--- src/rtl/asic_ram_arbiter.sv ---
// rtl/asic_ram_arbiter.sv - ASIC RAM arbiter for CPU page, sprite fetcher and DMA sound channels
module asic_ram_arbiter #(
    parameter int SPR_BURST_MAX = 4,
    parameter int ADDR_W        = 14
) (
    input  logic                  clk_sys,
    input  logic                  reset,
    input  logic                  plus_mode,
    input  logic                  asic_valid,
    input  logic                  page_en,
    input  logic [15:0]           cpu_addr,
    input  logic [7:0]            cpu_din,
    input  logic                  cpu_rd,
    input  logic                  cpu_wr,
    output logic [7:0]            cpu_dout,
    output logic                  cpu_wait,
    input  logic                  spr_req,
    input  logic [ADDR_W-1:0]     spr_addr,
    output logic                  spr_ack,
    output logic [7:0]            spr_data,
    input  logic [2:0]            dma_req,
    input  logic [3*ADDR_W-1:0]   dma_addr,
    output logic [2:0]            dma_ack,
    output logic [7:0]            dma_data,
    output logic [ADDR_W-1:0]     asic_ram_addr,
    output logic                  asic_ram_rd,
    output logic                  asic_ram_wr,
    output logic [7:0]            asic_ram_din,
    input  logic [7:0]            asic_ram_q
);
    localparam int BW = $clog2(SPR_BURST_MAX + 1);

    // Identifies which requester owns the RAM access issued in the previous cycle
    typedef enum logic [2:0] {
        TAG_NONE   = 3'd0,
        TAG_SPR    = 3'd1,
        TAG_CPU_RD = 3'd2,
        TAG_CPU_WR = 3'd3,
        TAG_DMA0   = 3'd4,
        TAG_DMA1   = 3'd5,
        TAG_DMA2   = 3'd6
    } tag_t;

    logic              w_en;
    logic              w_hit;
    logic              w_rd_rise;
    logic              w_wr_rise;
    logic              w_cpu_edge;
    logic              w_spr_elig;
    logic              w_cpu_elig;
    logic              w_spr_skip;
    logic              w_any_req;
    logic [2:0]        w_dma_elig;
    logic [2:0]        w_dma_rot;
    logic [1:0]        w_dma_off;
    logic [2:0]        w_pick_sum;
    logic [1:0]        w_dma_pick;
    tag_t              w_gnt;

    logic              r_cpu_rd_q;
    logic              r_cpu_wr_q;
    logic              r_cpu_pend;
    logic              r_cpu_is_wr;
    logic [ADDR_W-1:0] r_cpu_addr;
    logic [7:0]        r_cpu_din;
    logic [7:0]        r_cpu_dout;
    tag_t              r_tag;
    logic [1:0]        r_ptr;
    logic [BW-1:0]     r_burst;

    assign w_en       = plus_mode & asic_valid & page_en;
    assign w_hit      = w_en & (cpu_addr[15:14] == 2'b01);
    assign w_rd_rise  = cpu_rd & ~r_cpu_rd_q;
    assign w_wr_rise  = cpu_wr & ~r_cpu_wr_q;
    assign w_cpu_edge = w_hit & (w_rd_rise | w_wr_rise);

    // The requester whose access is completing this cycle cannot be granted again
    assign w_spr_elig    = spr_req & (r_tag != TAG_SPR);
    assign w_cpu_elig    = r_cpu_pend & (r_tag != TAG_CPU_RD) & (r_tag != TAG_CPU_WR);
    assign w_dma_elig[0] = dma_req[0] & (r_tag != TAG_DMA0);
    assign w_dma_elig[1] = dma_req[1] & (r_tag != TAG_DMA1);
    assign w_dma_elig[2] = dma_req[2] & (r_tag != TAG_DMA2);
    assign w_any_req     = spr_req | r_cpu_pend | (|dma_req);
    assign w_spr_skip    = (r_burst >= BW'(SPR_BURST_MAX)) & (w_cpu_elig | (|w_dma_elig));

    // Round-robin DMA pick: rotate eligibility so bit 0 is the channel at the pointer
    always_comb begin
        case (r_ptr)
            2'd1:    w_dma_rot = {w_dma_elig[0], w_dma_elig[2], w_dma_elig[1]};
            2'd2:    w_dma_rot = {w_dma_elig[1], w_dma_elig[0], w_dma_elig[2]};
            default: w_dma_rot = w_dma_elig;
        endcase
        if (w_dma_rot[0])      w_dma_off = 2'd0;
        else if (w_dma_rot[1]) w_dma_off = 2'd1;
        else                   w_dma_off = 2'd2;
        w_pick_sum = {1'b0, r_ptr} + {1'b0, w_dma_off};
        w_dma_pick = (w_pick_sum >= 3'd3) ? 2'(w_pick_sum - 3'd3) : w_pick_sum[1:0];
    end

    // Fixed priority sprite > CPU > DMA, with the sprite yielding one slot after a full burst
    always_comb begin
        w_gnt = TAG_NONE;
        if (!reset && w_en) begin
            if (w_spr_elig && !w_spr_skip) begin
                w_gnt = TAG_SPR;
            end else if (w_cpu_elig) begin
                w_gnt = r_cpu_is_wr ? TAG_CPU_WR : TAG_CPU_RD;
            end else if (|w_dma_elig) begin
                case (w_dma_pick)
                    2'd0:    w_gnt = TAG_DMA0;
                    2'd1:    w_gnt = TAG_DMA1;
                    default: w_gnt = TAG_DMA2;
                endcase
            end
        end
    end

    // Drive the RAM port for the access granted this cycle
    always_comb begin
        asic_ram_addr = '0;
        asic_ram_rd   = 1'b0;
        asic_ram_wr   = 1'b0;
        asic_ram_din  = 8'h00;
        case (w_gnt)
            TAG_SPR: begin
                asic_ram_addr = spr_addr;
                asic_ram_rd   = 1'b1;
            end
            TAG_CPU_RD: begin
                asic_ram_addr = r_cpu_addr;
                asic_ram_rd   = 1'b1;
            end
            TAG_CPU_WR: begin
                asic_ram_addr = r_cpu_addr;
                asic_ram_wr   = 1'b1;
                asic_ram_din  = r_cpu_din;
            end
            TAG_DMA0: begin
                asic_ram_addr = dma_addr[ADDR_W-1:0];
                asic_ram_rd   = 1'b1;
            end
            TAG_DMA1: begin
                asic_ram_addr = dma_addr[2*ADDR_W-1:ADDR_W];
                asic_ram_rd   = 1'b1;
            end
            TAG_DMA2: begin
                asic_ram_addr = dma_addr[3*ADDR_W-1:2*ADDR_W];
                asic_ram_rd   = 1'b1;
            end
            default: begin
                asic_ram_rd   = 1'b0;
            end
        endcase
    end

    // In-flight tag, round-robin pointer and sprite burst counter
    always_ff @(posedge clk_sys) begin
        if (reset) begin
            r_tag   <= TAG_NONE;
            r_ptr   <= 2'd0;
            r_burst <= '0;
        end else begin
            r_tag <= w_gnt;
            case (w_gnt)
                TAG_DMA0: r_ptr <= 2'd1;
                TAG_DMA1: r_ptr <= 2'd2;
                TAG_DMA2: r_ptr <= 2'd0;
                default:  r_ptr <= r_ptr;
            endcase
            if (w_gnt == TAG_SPR) begin
                if (r_burst < BW'(SPR_BURST_MAX)) begin
                    r_burst <= r_burst + BW'(1);
                end
            end else if (w_gnt != TAG_NONE || !w_any_req) begin
                r_burst <= '0;
            end
        end
    end

    // CPU strobe history, access capture, and read data latch
    always_ff @(posedge clk_sys) begin
        if (reset) begin
            r_cpu_rd_q  <= 1'b0;
            r_cpu_wr_q  <= 1'b0;
            r_cpu_pend  <= 1'b0;
            r_cpu_is_wr <= 1'b0;
            r_cpu_addr  <= '0;
            r_cpu_din   <= 8'h00;
            r_cpu_dout  <= 8'h00;
        end else begin
            r_cpu_rd_q <= cpu_rd;
            r_cpu_wr_q <= cpu_wr;
            // A new edge wins over retiring the previous access in the same cycle
            if (w_cpu_edge) begin
                r_cpu_pend  <= 1'b1;
                r_cpu_addr  <= cpu_addr[ADDR_W-1:0];
                r_cpu_din   <= cpu_din;
                r_cpu_is_wr <= w_wr_rise;
            end else if (!w_en || w_gnt == TAG_CPU_RD || w_gnt == TAG_CPU_WR) begin
                r_cpu_pend  <= 1'b0;
            end
            if (r_tag == TAG_CPU_RD) begin
                r_cpu_dout <= asic_ram_q;
            end
        end
    end

    // Completion-cycle acks and data routing; everything forced low while in reset
    always_comb begin
        cpu_wait = !reset && (w_cpu_edge || r_cpu_pend);
        spr_ack  = !reset && (r_tag == TAG_SPR);
        dma_ack  = 3'b000;
        if (!reset) begin
            dma_ack = {r_tag == TAG_DMA2, r_tag == TAG_DMA1, r_tag == TAG_DMA0};
        end
        spr_data = spr_ack ? asic_ram_q : 8'h00;
        dma_data = (|dma_ack) ? asic_ram_q : 8'h00;
        if (reset)                   cpu_dout = 8'h00;
        else if (r_tag == TAG_CPU_RD) cpu_dout = asic_ram_q;
        else                          cpu_dout = r_cpu_dout;
    end
endmodule

--- config.mk ---
export PLATFORM = sky130hd
export DESIGN_NAME = asic_ram_arbiter
export DESIGN_NICKNAME = d
export VERILOG_FILES = /design/src/rtl/asic_ram_arbiter.sv
export SDC_FILE = /design/constraint.sdc
export NUM_CORES = 1
export LEC_CHECK = 0
export ABC_AREA = 1
export CAP_MARGIN = 25
export CORE_UTILIZATION = 41
export DETAILED_ROUTE_END_ITERATION = 7
export PLACE_DENSITY = 0.92
export SLEW_MARGIN = 0
export SYNTH_ARGS = -nofsm -noshare
export SYNTH_HDL_FRONTEND = slang
export SYNTH_SLANG_ARGS = --single-unit
--- constraint.sdc ---
create_clock -name clk_sys -period 5.27 [get_ports clk_sys]
set_input_delay 0.7905 -clock clk_sys [delete_from_list [all_inputs] [get_ports clk_sys]]
set_output_delay 0.7905 -clock clk_sys [all_outputs]
set_load 0.005 [all_outputs]
# Word-level counts from Yosys, hierarchy flattened
# Index checks and enable logic that the tools add are counted.
# W data, S select, Z words.
dict set report op_classes {
  bitwise_logic 19
  muxes 25
  eq_ne 22
  n_addsub 3
  n_lt_le_gt_ge 3
  reduce_logical 23
}
# op count
set op_table {}
lappend op_table {{$pmux W14 S5} 1}
lappend op_table {{$mux W8} 5}
lappend op_table {{$mux W3} 8}
lappend op_table {{$eq A3 B3 Y1 const B} 6}
lappend op_table {{$and A1 B1 Y1} 13}
lappend op_table {{$eq A3 B2 Y1 const B} 3}
lappend op_table {{$ne A3 B3 Y1 const B} 3}
lappend op_table {{$reduce_or A3 Y1} 3}
lappend op_table {{$pmux W2 S2} 2}
lappend op_table {{$eq A2 B1 Y1 const B} 3}
lappend op_table {{$eq A3 B1 Y1 const B} 2}
lappend op_table {{$mux W2} 3}
lappend op_table {{$ne A3 B2 Y1 const B} 2}
lappend op_table {{$pmux W2 S3} 1}
lappend op_table {{$reduce_bool A3 Y1} 2}
lappend op_table {{$mux W1} 5}
lappend op_table {{$reduce_or A5 Y1} 1}
lappend op_table {{$logic_and A1 B1 Y1} 4}
lappend op_table {{$logic_not A1 Y1} 4}
lappend op_table {{$logic_or A1 B1 Y1} 4}
lappend op_table {{$or A1 B1 Y1} 4}
lappend op_table {{$reduce_bool A2 Y1} 2}
lappend op_table {{$add A2 B2 Y3} 1}
lappend op_table {{$add A3 B1 Y3 const B} 1}
lappend op_table {{other kinds (11)} 12}
dict set report totals {
  in_bits 99
  register_bits 42
  elab_cells 105
  out_inout_bits 53
}

# Logic depth before layout (Yosys ltp)
dict set report logic_depth {
  ltp_word 19
  ltp_mapped 25
  depth_no_buf 25
}

# Worst setup path before layout
# Ideal clock, no wire load.
dict set report synth_path {
  kind {input to output}
  from {input dma_req[2]}
  to {output asic_ram_addr[0]}
  path_slack_ns 1.176
  t_arrival_ns 3.304
  cell_stages 20
  t_required_ns 4.479
  cell_sequence {nand2_1 o22ai_1 o21ai_0 nor2_1 ha_1 inv_1 fa_1 inv_1 ha_1 inv_1 nand3_1 o21ai_0 nor2_1 nor2_1 nand2_4 nand3_4 nor2_4 buf_4 a22oi_1 nand3_1}
}
dict set report synth_via {
  elab_chain_cells 16
  word_cells_on_any_way 28
  cone_classes {add/sub: 2; order compare: 1; eq/ne: 7; mux: 10; bitwise: 3; reduce/logical: 5}
}
# element line_no
set synth_rtl {}
lappend synth_rtl {{start, declared} 21} ;# input logic [2:0] dma_req,
lappend synth_rtl {{$and A1 B1 Y1 *} 82} ;# assign w_dma_elig[2] = dma_req[2] & (r_tag != TAG_DMA2);
lappend synth_rtl {{$pmux W2 S2} 88} ;# case (r_ptr)
lappend synth_rtl {{$mux W2} 94} ;# else if (w_dma_rot[1]) w_dma_off = 2'd1;
lappend synth_rtl {{$mux W2} 93} ;# if (w_dma_rot[0]) w_dma_off = 2'd0;
lappend synth_rtl {{$add A2 B2 Y3} 96} ;# w_pick_sum = {1'b0, r_ptr} + {1'b0, w_dma_off};
lappend synth_rtl {{$ge A3 B2 Y1 / $sub A2 B2 Y2 (equally long branches)} 97} ;# w_dma_pick = (w_pick_sum >= 3'd3) ? 2'(w_pick_sum - 3'd3) : w_pick_sum[1:0];
lappend synth_rtl {{$mux W2} 97}
lappend synth_rtl {{$eq A2 B1 Y1 / $logic_not A2 Y1 (equally long branches)} 109} ;# case (w_dma_pick)
lappend synth_rtl {{$pmux W2 S2} 109}
lappend synth_rtl {{$mux W3} 108} ;# end else if (|w_dma_elig) begin
lappend synth_rtl {{$mux W3} 106} ;# end else if (w_cpu_elig) begin
lappend synth_rtl {{$mux W3 *} 104} ;# if (w_spr_elig && !w_spr_skip) begin
lappend synth_rtl {{$mux W3 *} 103} ;# if (!reset && w_en) begin
lappend synth_rtl {{$eq A3 B2 Y1} 124} ;# case (w_gnt)
lappend synth_rtl {{$reduce_or A2 Y1 (no source line)} n/a}
lappend synth_rtl {{$pmux W14 S5 *} 124}
lappend synth_rtl {{end, declared} 25} ;# output logic [ADDR_W-1:0] asic_ram_addr,
# Mark *: on every way between the ends. The rest lies on a longest branch, timed or not.

# Final worst setup path
dict set report layout_path {
  from {input dma_req[2]}
  to {output asic_ram_addr[3]}
}
# Same word-level chain as after synthesis.

==> reports/results.tsv <==
metric	value	unit
post-synth top area share	33.0	%
grt ovf	0	
Clock Root Buffer	clkbuf_8	
synth unique cells	37	
GPL Wtd Cong	0.852	
Final Net Count	643	
drt wl/cell	14.7	um
Hold Violations, Final	0	
Routed WL	9.00	mm
I/O pin total	152	
Post-synth EDFFs	0	
Max clock buf depth	2	
Detail Route Antenna Nets	0	
skew final	0.00750	ns
Final Core Density	74.3	%
H-tree levels	2	
VDD IR max	179	uV
via count of the first global-routing pass	2840	
TritonCTS buffer count	5	
Setup CP Type	in -> out	
layout cells sized above 1	10.6	%
final setup fails	0	
total negative slack	0	ns
core area	5960	um2
DRT Pass-1 Iters	4	
CP startpoint kind	input pin	
Iter 0 DRT Violations	118	
max_cap viols	0	
Pwr Density	153	nW/um2
area added between synthesis and finish	73.5	%
Syn Area/Cell	6.77	um2
met2 Use GR	46.3	%
clk_lat worst skew	0.30	ns
IO Port Bufs	151	
total global-route track usage	25.8	%
Synth Net Count	483	
number of cells produced by synthesis	377	
Mapped Area	2550	um2
post-DP HPWL	6.76	mm
Die Y	80.9	um
worst endpoint required time	4.48	ns
Synth area leaders	dfxtp_1, nor2_1, inv_1, nand2_1, o21ai_0	
first-pass GRT wire length	13.2	mm
Max Fclk	199	MHz
CP arrival	4.24	ns
DRC errors left	0	
met1 usage	30.4	%
Die Area	6540	um2
n_diodes	0	
Seq/Total Area, Yosys	33.0	%
Die W	80.9	um
Slew @ Worst Pin	0.935	ns
element type at the critical path end	primary output	
Final WS setup	0.241	ns
pre-CTS WS	-0.0986	ns
Initial Utilization	42.8	%
slew margin rel.	37.2	%
CTS tree	yes	
vias per inst	5.17	
fillers	440	
initial antenna violation count	0	
synthesized flop and latch total	42	
via count	3168	
outcome	complete, no violations	
Post-synth ARST share	0	%
Clock Sink Count	42	
clock-pin transition on the worst setup and hold timing paths	0.08	ns
Leak	2.05	nW
largest net degree at the start of global routing	32	
Synthesis Warnings	0	
met3 GRT Util	6.52	%
ys flop type	dfxtp_1	
FP Rows	28	
worst-path maximum fanout	10	
HP Class	reg -> reg	
Max Slew Vio Count	0	
period utilization	95.4	%
fin crit period	5.03	ns
GRT busiest layer	met2	
Yosys top cell by area	dfxtp_1	
[power breakdown]
group / internal (W) / total, W / switching, W
combinational: 0.0000904 / 0.000143 / 0.0000530
sequential: 0.000322 / 0.000325 / 0.00000243
clock: 0.0000931 / 0.000210 / 0.000117
total: 0.000506 / 0.000678 / 0.000173
[repair_timing]
item                                    in CTS  in global routing
setup buffers                                2                  5
cloned                                       0                  1
endpoints found under the setup margin      16                 23
hold buffers                                 0                  0
pin swaps                                    1                  9
endpoints found under the hold margin        0                  0
resized for setup                            6                 29
[worst max-delay path: stages]
cell             delay (ns)
clkdlybuf4s50_1        0.49
nand2_2                0.08
o22ai_2                0.15
o21ai_1                0.10
nor2_1                 0.10
ha_1                   0.14
inv_1                  0.04
fa_1                   0.54
inv_2                  0.06
ha_1                   0.19
inv_1                  0.08
nand3_1                0.10
o21ai_1                0.14
nor2_1                 0.06
nor2_2                 0.13
nand2_4                0.12
nand3_4                0.14
nor2_4                 0.06
buf_12                 0.13
buf_4                  0.14
a21boi_1               0.17
nand3_1                0.11
dlymetal6s2s_1         0.18
[sequential cells by signal, indices dropped and copies added (netlist names)]
signal       count
r_cpu_addr      14
r_cpu_rd_q       1
r_ptr            2
r_cpu_dout       8
r_cpu_is_wr      1
r_cpu_pend       1
r_cpu_wr_q       1
r_cpu_din        8
r_burst          3
r_tag            3
[layer usage]
layer / wire length (um) / vias up / part of all wire, %
met5: 0 / - / 0
met1: 3530 / 1439 / 39
met4: 215 / 0 / 2.4
li1: - / 1542 / -
met3: 783 / 21 / 8.7
met2: 4470 / 166 / 50
[synth_stat cells (2+ instances only)]
cell,count
nand2_1,50
nor2_4,4
nor3_1,3
o22ai_1,2
nand3_1,24
a21oi_1,21
ha_1,6
dfxtp_1,42
buf_4,3
nor2_1,67
o21ai_0,36
nand2_2,2
o21a_1,2
nor2_2,2
inv_2,5
a21boi_1,6
a22oi_1,14
nand4_1,3
inv_1,51
a21boi_0,8
clkbuf_1,10
[metrics by stage]
step / hold WS (ns) / cell area, um2 / std cells / power [W]
after floorplan: 0.430 / 2550 / 377 / 0.000375
after global placement: 0.434 / 4170 / 597 / 0.000465
after detailed placement: 0.443 / 4170 / 597 / 0.000468
after CTS: 0.453 / 4300 / 607 / 0.000674
after global routing: 0.474 / 4430 / 613 / 0.000707
final: 0.449 / 4430 / 613 / 0.000678
[cell type report]
class / count / area (um2) / area share, %
sequential: 42 / 841 / 19.0
tap: 75 / 93.8 / 2.12
timing repair buffer: 168 / 1730 / 39.1
multi-input combinational: 264 / 1460 / 32.9
clock inverter: 3 / 21.3 / 0.480
inverter: 56 / 213 / 4.80
clock buffer: 5 / 68.8 / 1.55
[cells in the final DEF (no fill, tap or decap), types with 14 or more instances in the layout]
| cell type | netlist | routed |
|---|---|---|
| a21oi_1 | 21 | 21 |
| clkdlybuf4s50_1 | 0 | 137 |
| dfxtp_1 | 42 | 42 |
| dlymetal6s2s_1 | 0 | 14 |
| inv_1 | 51 | 50 |
| nand2_1 | 50 | 46 |
| nand3_1 | 24 | 24 |
| nor2_1 | 67 | 66 |
| o21ai_0 | 36 | 33 |
[path summary, 6_finish.rpt]
path | from | end | slack, ns | depth (start not counted)
hold / removal | r_cpu_dout[4] | r_cpu_dout[4] | 0.45 | 2
hold reg to reg | r_cpu_dout[4] | r_cpu_dout[4] | 0.45 | 2
setup reg to reg | r_ptr[0] | r_ptr[1] | 1.76 | 22
setup / recovery | dma_req[2] | asic_ram_addr[3] | 0.24 | 23
[cells by family (layout without fill, tap and decap cells)]
family                   Yosys count  after routing  share of synthesized area, %
flip-flops                        42             42                          33.0
buffers and inverters             71            232                          11.2
AO/OA/AOI/OAI                     93             93                          22.3
AND/OR/NAND/NOR                  164            164                          29.8
adder cells (fa/ha/maj)            7              7                          3.73
No activity file was read; power rests on OpenSTA's default activity.
